`src/rtl/fifo_pkg.sv`:
```
// Shared FIFO defaults and a saturating counter helper.
// Combinational only; no flow control.
// No backpressure.
package fifo_pkg;

    localparam int FIFO_DSIZE    = 8;
    localparam int FIFO_ADDRSIZE = 4;
    localparam int STAT_W        = 16;

    function automatic logic [STAT_W-1:0] sat_inc(input logic [STAT_W-1:0] v);
        return (v == {STAT_W{1'b1}}) ? v : v + 1'b1;
    endfunction

endpackage

```
`src/rtl/fifo_wr_ctrl_gray2bin.sv`:
```
// Gray-code to binary pointer conversion.
// Combinational, zero latency.
// No backpressure.
module gray2bin #(
    parameter int width = 5
) (
    input  logic [width-1:0] gray_i,
    output logic [width-1:0] bin_o
);

    always_comb begin
        bin_o = '0;
        for (int i = 0; i < width; i++) begin
            bin_o[i] = ^(gray_i >> i);
        end
    end

endmodule

```
`src/rtl/fifo_wr_ctrl.sv`:
```
// Write-side FIFO controller: 2-entry skid buffer, level/almost-full, stats under FIFO_WR_STATS_EN.
// Latency: a word accepted in cycle N can drive winc in cycle N+1; wlevel/walmost_full lag pointers by 1.
// Backpressure: s_ready registered, drops while two words are held behind wfull; wflush discards them.
module fifo_wr_ctrl
    import fifo_pkg::*;
#(
    parameter int DSIZE        = FIFO_DSIZE,
    parameter int ADDRSIZE     = FIFO_ADDRSIZE,
    parameter int AFULL_MARGIN = 2
) (
    input  logic                wclk,
    input  logic                wrst_n,
    input  logic                s_valid,
    input  logic [DSIZE-1:0]    s_data,
    output logic                s_ready,
    input  logic                wflush,
    input  logic                wfull,
    input  logic [ADDRSIZE:0]   wptr,
    input  logic [ADDRSIZE:0]   wq2_rptr,
    output logic                winc,
    output logic [DSIZE-1:0]    wdata,
    output logic [ADDRSIZE:0]   wlevel,
    output logic                walmost_full,
    output logic [STAT_W-1:0]   wr_cnt,
    output logic [STAT_W-1:0]   stall_cnt
);

    localparam int LVL_W = ADDRSIZE + 1;
    localparam logic [ADDRSIZE:0] AFULL_TH = LVL_W'((1 << ADDRSIZE) - AFULL_MARGIN);

    logic [1:0]          bcnt_q, bcnt_d;
    logic [DSIZE-1:0]    buf0_q, buf0_d;
    logic [DSIZE-1:0]    buf1_q, buf1_d;
    logic                s_ready_q, s_ready_d;
    logic [ADDRSIZE:0]   wlevel_q, wlevel_d;
    logic                afull_q, afull_d;
    logic [ADDRSIZE:0]   wbin, rbin;
    logic                accept, issue;

    gray2bin #(.width(LVL_W)) u_wptr_bin (.gray_i(wptr),     .bin_o(wbin));
    gray2bin #(.width(LVL_W)) u_rptr_bin (.gray_i(wq2_rptr), .bin_o(rbin));

    assign accept = s_valid & s_ready_q;
    assign issue  = (bcnt_q != 2'd0) & ~wfull & ~wflush;

    // buf0 is always the head; an issue shifts buf1 forward before any new word lands.
    always_comb begin
        bcnt_d = bcnt_q;
        buf0_d = buf0_q;
        buf1_d = buf1_q;
        if (issue) begin
            buf0_d = buf1_q;
        end
        if (wflush) begin
            bcnt_d = 2'd0;
        end else begin
            bcnt_d = bcnt_q + {1'b0, accept} - {1'b0, issue};
            if (accept) begin
                if (bcnt_d == 2'd1) begin
                    buf0_d = s_data;
                end else begin
                    buf1_d = s_data;
                end
            end
        end
        s_ready_d = (bcnt_d < 2'd2);
        wlevel_d  = wbin - rbin;
        afull_d   = (wlevel_d >= AFULL_TH);
    end

    always_ff @(posedge wclk or negedge wrst_n) begin
        if (!wrst_n) begin
            bcnt_q    <= 2'd0;
            buf0_q    <= '0;
            buf1_q    <= '0;
            s_ready_q <= 1'b0;
            wlevel_q  <= '0;
            afull_q   <= 1'b0;
        end else begin
            bcnt_q    <= bcnt_d;
            buf0_q    <= buf0_d;
            buf1_q    <= buf1_d;
            s_ready_q <= s_ready_d;
            wlevel_q  <= wlevel_d;
            afull_q   <= afull_d;
        end
    end

    assign s_ready      = s_ready_q;
    assign winc         = issue;
    assign wdata        = buf0_q;
    assign wlevel       = wlevel_q;
    assign walmost_full = afull_q;

`ifdef FIFO_WR_STATS_EN
    logic [STAT_W-1:0] wr_cnt_q;
    logic [STAT_W-1:0] stall_cnt_q;

    always_ff @(posedge wclk or negedge wrst_n) begin
        if (!wrst_n) begin
            wr_cnt_q    <= '0;
            stall_cnt_q <= '0;
        end else begin
            if (issue) begin
                wr_cnt_q <= sat_inc(wr_cnt_q);
            end
            if ((bcnt_q != 2'd0) && wfull) begin
                stall_cnt_q <= sat_inc(stall_cnt_q);
            end
        end
    end

    assign wr_cnt    = wr_cnt_q;
    assign stall_cnt = stall_cnt_q;
`else
    assign wr_cnt    = '0;
    assign stall_cnt = '0;
`endif

endmodule

```
`config.mk`:
```
export PLATFORM = sky130hd
export DESIGN_NAME = fifo_wr_ctrl
export DESIGN_NICKNAME = d
export VERILOG_FILES = /design/src/rtl/fifo_pkg.sv /design/src/rtl/fifo_wr_ctrl_gray2bin.sv /design/src/rtl/fifo_wr_ctrl.sv
export SDC_FILE = /design/constraint.sdc
export NUM_CORES = 1
export LEC_CHECK = 0
export CORE_UTILIZATION = 55
export DETAILED_ROUTE_END_ITERATION = 8
export DONT_BUFFER_PORTS = 1
export PLACE_DENSITY = 0.7
export SLEW_MARGIN = 20
export SYNTH_ARGS = -nofsm -noshare
export SYNTH_HDL_FRONTEND = slang
export SYNTH_SLANG_ARGS = --single-unit
```
`constraint.sdc`:
```
create_clock -name wclk -period 4.1 [get_ports wclk]
set_input_delay 0.615 -clock wclk [delete_from_list [all_inputs] [get_ports wclk]]
set_output_delay 0.615 -clock wclk [all_outputs]
set_load 0.02 [all_outputs]
```
* Word-level counts from Yosys, hierarchy flattened *
Index checks and enable logic that the tools add are counted.

storage, ports and cells
  bits in registers = 25
  bits of input ports = 23
  output and inout bits = 48
  word-level logic and storage cells = 35

operators by class
  add/sub/neg operators = 3
  order comparisons = 2
  eq/ne operators = 1
  muxes and demuxes = 5
  bitwise operators = 6
  reduce and logical (&&, ||, !) cells = 12

operators by type and width
  operator                                              number
  parity 5 bit                                          10
  two-way mux 8 bit                                     4
  >= comparator 5 x 4 -> 1 bit (second input constant)  1
  subtractor 5 bit                                      1
  AND 1 bit                                             3
  NOT 1 bit                                             3
  AND reduction 3 bit                                   1
  adder 2 x 1 -> 2 bit                                  1
  equality test 2 x 1 -> 1 bit (second input constant)  1
  less-than comparator 2 bit (second input constant)    1
  two-way mux 2 bit                                     1
  nonzero test 2 bit                                    1
  subtractor 2 x 1 -> 2 bit                             1

* Logic depth before layout (Yosys ltp) *
  depth after elaboration = 8
  gate-level depth with buffers = 13
  mapped depth without buffers = 11

* By module *
Synthesis repeated with hierarchy kept, for this count alone.

unflattened totals
  cell total of the unflattened synthesis = 140
  area total of the unflattened synthesis = 1546.5 sq um

by module, submodules not included
  module        instances  cells each  area each (sq um)  sequential area each (sq um)
  fifo_wr_ctrl  1          128         1401.3             625.6
  gray2bin      2          6           72.6               0.0

* Worst setup path before layout *
No wires, ideal clock.

  path type = input-to-reg
  start point = input wflush
  end point = register buf1_q[0]
  setup time = 125 ps
  arrival time = 2623 ps
  required time = 3975 ps
  path slack = 1353 ps
  cell stages on the path = 9
  buffers on the path = 1
  cells stage by stage = nor3_1 -> buf_2 -> ha_1 -> inv_1 -> ha_1 -> xor2_1 -> xnor2_1 -> a211oi_4 -> mux2_2

between the ends
  word-level cells in the longest chain between the ends = 6

ends and longest elaborated chain
  item                           RTL line            source
  start, declared                fifo_wr_ctrl.sv:16  input logic wflush,
  NOT 1 bit (no line)            --
  AND 1 bit                      fifo_wr_ctrl.sv:44  assign issue = (bcnt_q != 2'd0) & ~wfull & ~wflush;
  via winc                       fifo_wr_ctrl.sv:20  output logic winc,
  subtractor 2 x 1 -> 2 bit      fifo_wr_ctrl.sv:57  bcnt_d = bcnt_q + {1'b0, accept} - {1'b0, issue};
  equality test 2 x 1 -> 1 bit   fifo_wr_ctrl.sv:59  if (bcnt_d == 2'd1) begin
  NOT 1 bit (no line)            --
  AND reduction 3 bit (no line)  --
  end signal, assigned           fifo_wr_ctrl.sv:82  buf1_q <= buf1_d;
  end, declared                  fifo_wr_ctrl.sv:33  logic [DSIZE-1:0] buf1_q, buf1_d;

The timed path passes the listed nets, and every way through them passes these cells.
A chain may end at the register's enable or synchronous reset.

* Final worst setup path *
  start point = register bcnt_q[1]
  end point = register buf1_q[0]

between the ends
  word-level cells in the longest chain between the ends = 7
  elaborated cells between the ends (all ways) = 8
  classes of those cells = add/sub (2); eq/ne (1); bitwise (3); reduce/logical (2)

ends and longest elaborated chain
  item                               RTL line            source
  start, declared                    fifo_wr_ctrl.sv:31  logic [1:0] bcnt_q, bcnt_d;
  start signal, assigned             fifo_wr_ctrl.sv:80  bcnt_q <= bcnt_d;
  nonzero test 2 bit                 fifo_wr_ctrl.sv:44
  AND 1 bit (2 in a row)             fifo_wr_ctrl.sv:44
  subtractor 2 x 1 -> 2 bit (*)      fifo_wr_ctrl.sv:57
  equality test 2 x 1 -> 1 bit (*)   fifo_wr_ctrl.sv:59
  NOT 1 bit (no line) (*)            --
  AND reduction 3 bit (no line) (*)  --

Every way passes the cells marked *; elsewhere a longest branch is shown, timed or not.

==> impl_results.md <==
* Root Buffer: clkbuf_4
* Crit path DAT at 2.83 ns
* Worst hold-check path type: in -> async
* PnR worst setup slack at 1.46 ns
* Final period utilization at 64.3%
* Overflow after GRT at 0
* Boundary Pins at 71
* Mapped cell area at 1460 um^2
* Mux contribution to synthesized area at 11.6%
* Vias in the first global route at 743
* TritonRoute pass-1 iters at 2
* Adder-Cell Fraction of Synth Area at 6.50%
* Area of the multi-input gates at 672 um^2
* Synth async-reset ratio at 100%
* Die width at 53.6 um
* Input/output buffers at 0
* Worst Setup Start Kind: flop
* VDD IR max at 0.000373 V
* Fin nets at 167
* CTS tree: built
* Area grow syn2layout at -3.93%
* Largest net degree at the start of global routing at 26
* P_leak at 0.677 nW
* Register area at 626 um^2
* Fillers at 228
* Layout cells sized above 1 at 14.0%
* WHS at 0.261 ns
* Crit path max fanout at 10
* Max Transition Viols Final at 0
* Via density at 4.79
* Simple-Gate Fraction of Synth Area at 4.45%
* Synth Instances at 134
* CTS Buffer Depth at 2
* Place WS at 1.21 ns
* Top FF cell, synth: dfrtp_1
* Final ANT Viol Nets at 0
* Drt drc at 0
* Clk pin slew, worst setup/hold paths at 0.13 ns
* Total CTS buffers at 3
* Ys Warns at 0
* First-pass GRT wire length at 2890 um
* Worst setup path class: reg -> reg
* Max_cap viols at 0
* Unrepaired setup endpoints after global routing: no
* Final WL at 2020 um
* Postcts setup bufs at 0
* Die area at 2870 um^2
* Post-synth EDFFs at 0
* Antenna violations before repair at 0
* Worst Tran Pin Value at 0.520 ns
* Initial core utilization at 58.5%
* First DRT Iteration DRCs at 3
* Worst-Skew Late Latency at 0.30 ns
* Synthesized flop and latch total at 25
* Register area share after synthesis at 42.8%
* Synth Area in XOR/XNOR at 8.38%
* Final Wtd Congestion at 0.788
* Vert. Die Dim at 53.6 um
* Peak Freq at 380 MHz
* Setup TNS at 0 ns
* H-Tree Depth at 1
* Total track usage at 14.0%
* Largest family of logic cells by synthesized area: buffers and inverters
* Max_slew headroom at 65.4%
* Core ar. at 2500 um^2
* Drt wl/cell at 12.2 um
* Cell variety after synth at 23
* Mapped Avg Cell Area at 10.9 um^2
* Outcome: complete, no violations
* Critical Path RT at 4.29 ns
* Worst setup EP type: flop
* Vias at 795
* DP HPWL at 1650 um
* Clk sinks at 25
* Tmin final at 2.64 ns
* Final Hold Fails at 0
* # rows at 18
* Compound-cell area share of the yosys netlist at 6.42%
* Setup Skew at 0.0104 ns
* Final setup violation count at 0
* ANT cells at 0
* PwrDens at 693 nW/um^2
synthesized netlist by cell type, types with 2 or more instances:
master    n  area share, %
a21o_1    2            1.0
a21oi_1   2           0.68
buf_4    33             17
dfrtp_1  25             43
ha_1      6            5.1
inv_1     8            2.1
mux2_2    8            6.2
mux2i_1   8            5.5
nand2_1   9            2.3
o21ai_0   8            2.7
xnor2_1   8            4.8
xor2_1    6            3.6
layout make-up:
type | instances | share of cell area [%]
multi-input combinational | 97 | 47.8
sequential | 25 | 44.5
tap | 30 | 2.67
inverter | 8 | 2.14
clock buffer | 3 | 1.60
timing repair buffer | 2 | 0.890
clock inverter | 1 | 0.356
power breakdown:
part	internal, W	switching (W)
clock network	0.0000363	0.0000663
registers	0.000369	0.000157
logic	0.000159	0.000187
total	0.000564	0.000410
routing by layer:
metal,share of wire (%),wire length (um),vias up,global-route usage (%)
met5,0,0,-,0
met2,57,1160,47,30.4
met3,8.6,173,2,2.54
li1,-,-,371,-
met4,0.99,20,0,5.26
met1,33,672,375,12.0
worst max-delay path, cell delays in order, from the launching register on:
cell and delay, ns:
dfrtp_1 0.41, nor2_1 0.13, nor3_2 0.04, buf_4 0.20
ha_1 0.30, inv_1 0.04, ha_1 0.18, xor2_1 0.15
xnor2_1 0.19, a211oi_4 0.51, mux2_2 0.39
cells in the final DEF, fill, tap and decap left out, types with 2 or more instances in the layout:
master    netlist  routed
a21o_1          2       2
a21oi_1         2       2
clkbuf_4        0       3
conb_1          1      32
dfrtp_1        25      25
ha_1            6       6
inv_1           8       8
mux2_2          8       8
mux2i_1         8       8
nand2_1         9       9
o21ai_0         8       8
xnor2_1         8       8
xor2_1          6       6
stage by stage:
| stage | instances | util, % | cell area [um^2] | power [W] |
|---|---|---|---|---|
| 6_report | 166 | 56.2 | 1410 | 0.000974 |
| 5_1_grt | 166 | 56.2 | 1410 | 0.00105 |
| 4_1_cts | 166 | 56.4 | 1410 | 0.000988 |
| 3_5_place_dp | 161 | 54.9 | 1370 | 0.000882 |
| 3_3_place_gp | 161 | 54.9 | 1370 | 0.000857 |
| 2_1_floorplan | 165 | - | 1580 | 0.000836 |
cell families after synthesis:
group,count (synthesis)
simple gates,14
mux,16
buf+inv,43
xor+xnor,14
fa+ha+maj,7
compound gates,14
flops,25
other cells,1
state kept, by name, summed over array words and instances, names as in the netlist:
register / flops
wlevel: 5
s_ready: 1
buf1_q: 8
walmost_full: 1
bcnt_q: 2
wdata: 8
what timing repair did:
action / in CTS / in global routing
hold endpoints to repair: 25 / 0
resized for setup: 0 / 0
hold buffers: 1 / 0
path summary, 6_finish.rpt:
check,startpoint,slack (ns),to,cells after the start
min in group wclk,wflush,0.38,bcnt_q[0],1
worst max register to register,bcnt_q[1],1.46,buf1_q[0],10
max in group asynchronous,wrst_n,3.48,buf1_q[1],1
worst min register to register,buf1_q[3],0.53,buf1_q[3],1
worst max-delay path,bcnt_q[1],1.46,buf1_q[0],10
worst min-delay path,wrst_n,0.26,buf1_q[2],1
(Power assumes the default switching activity.)
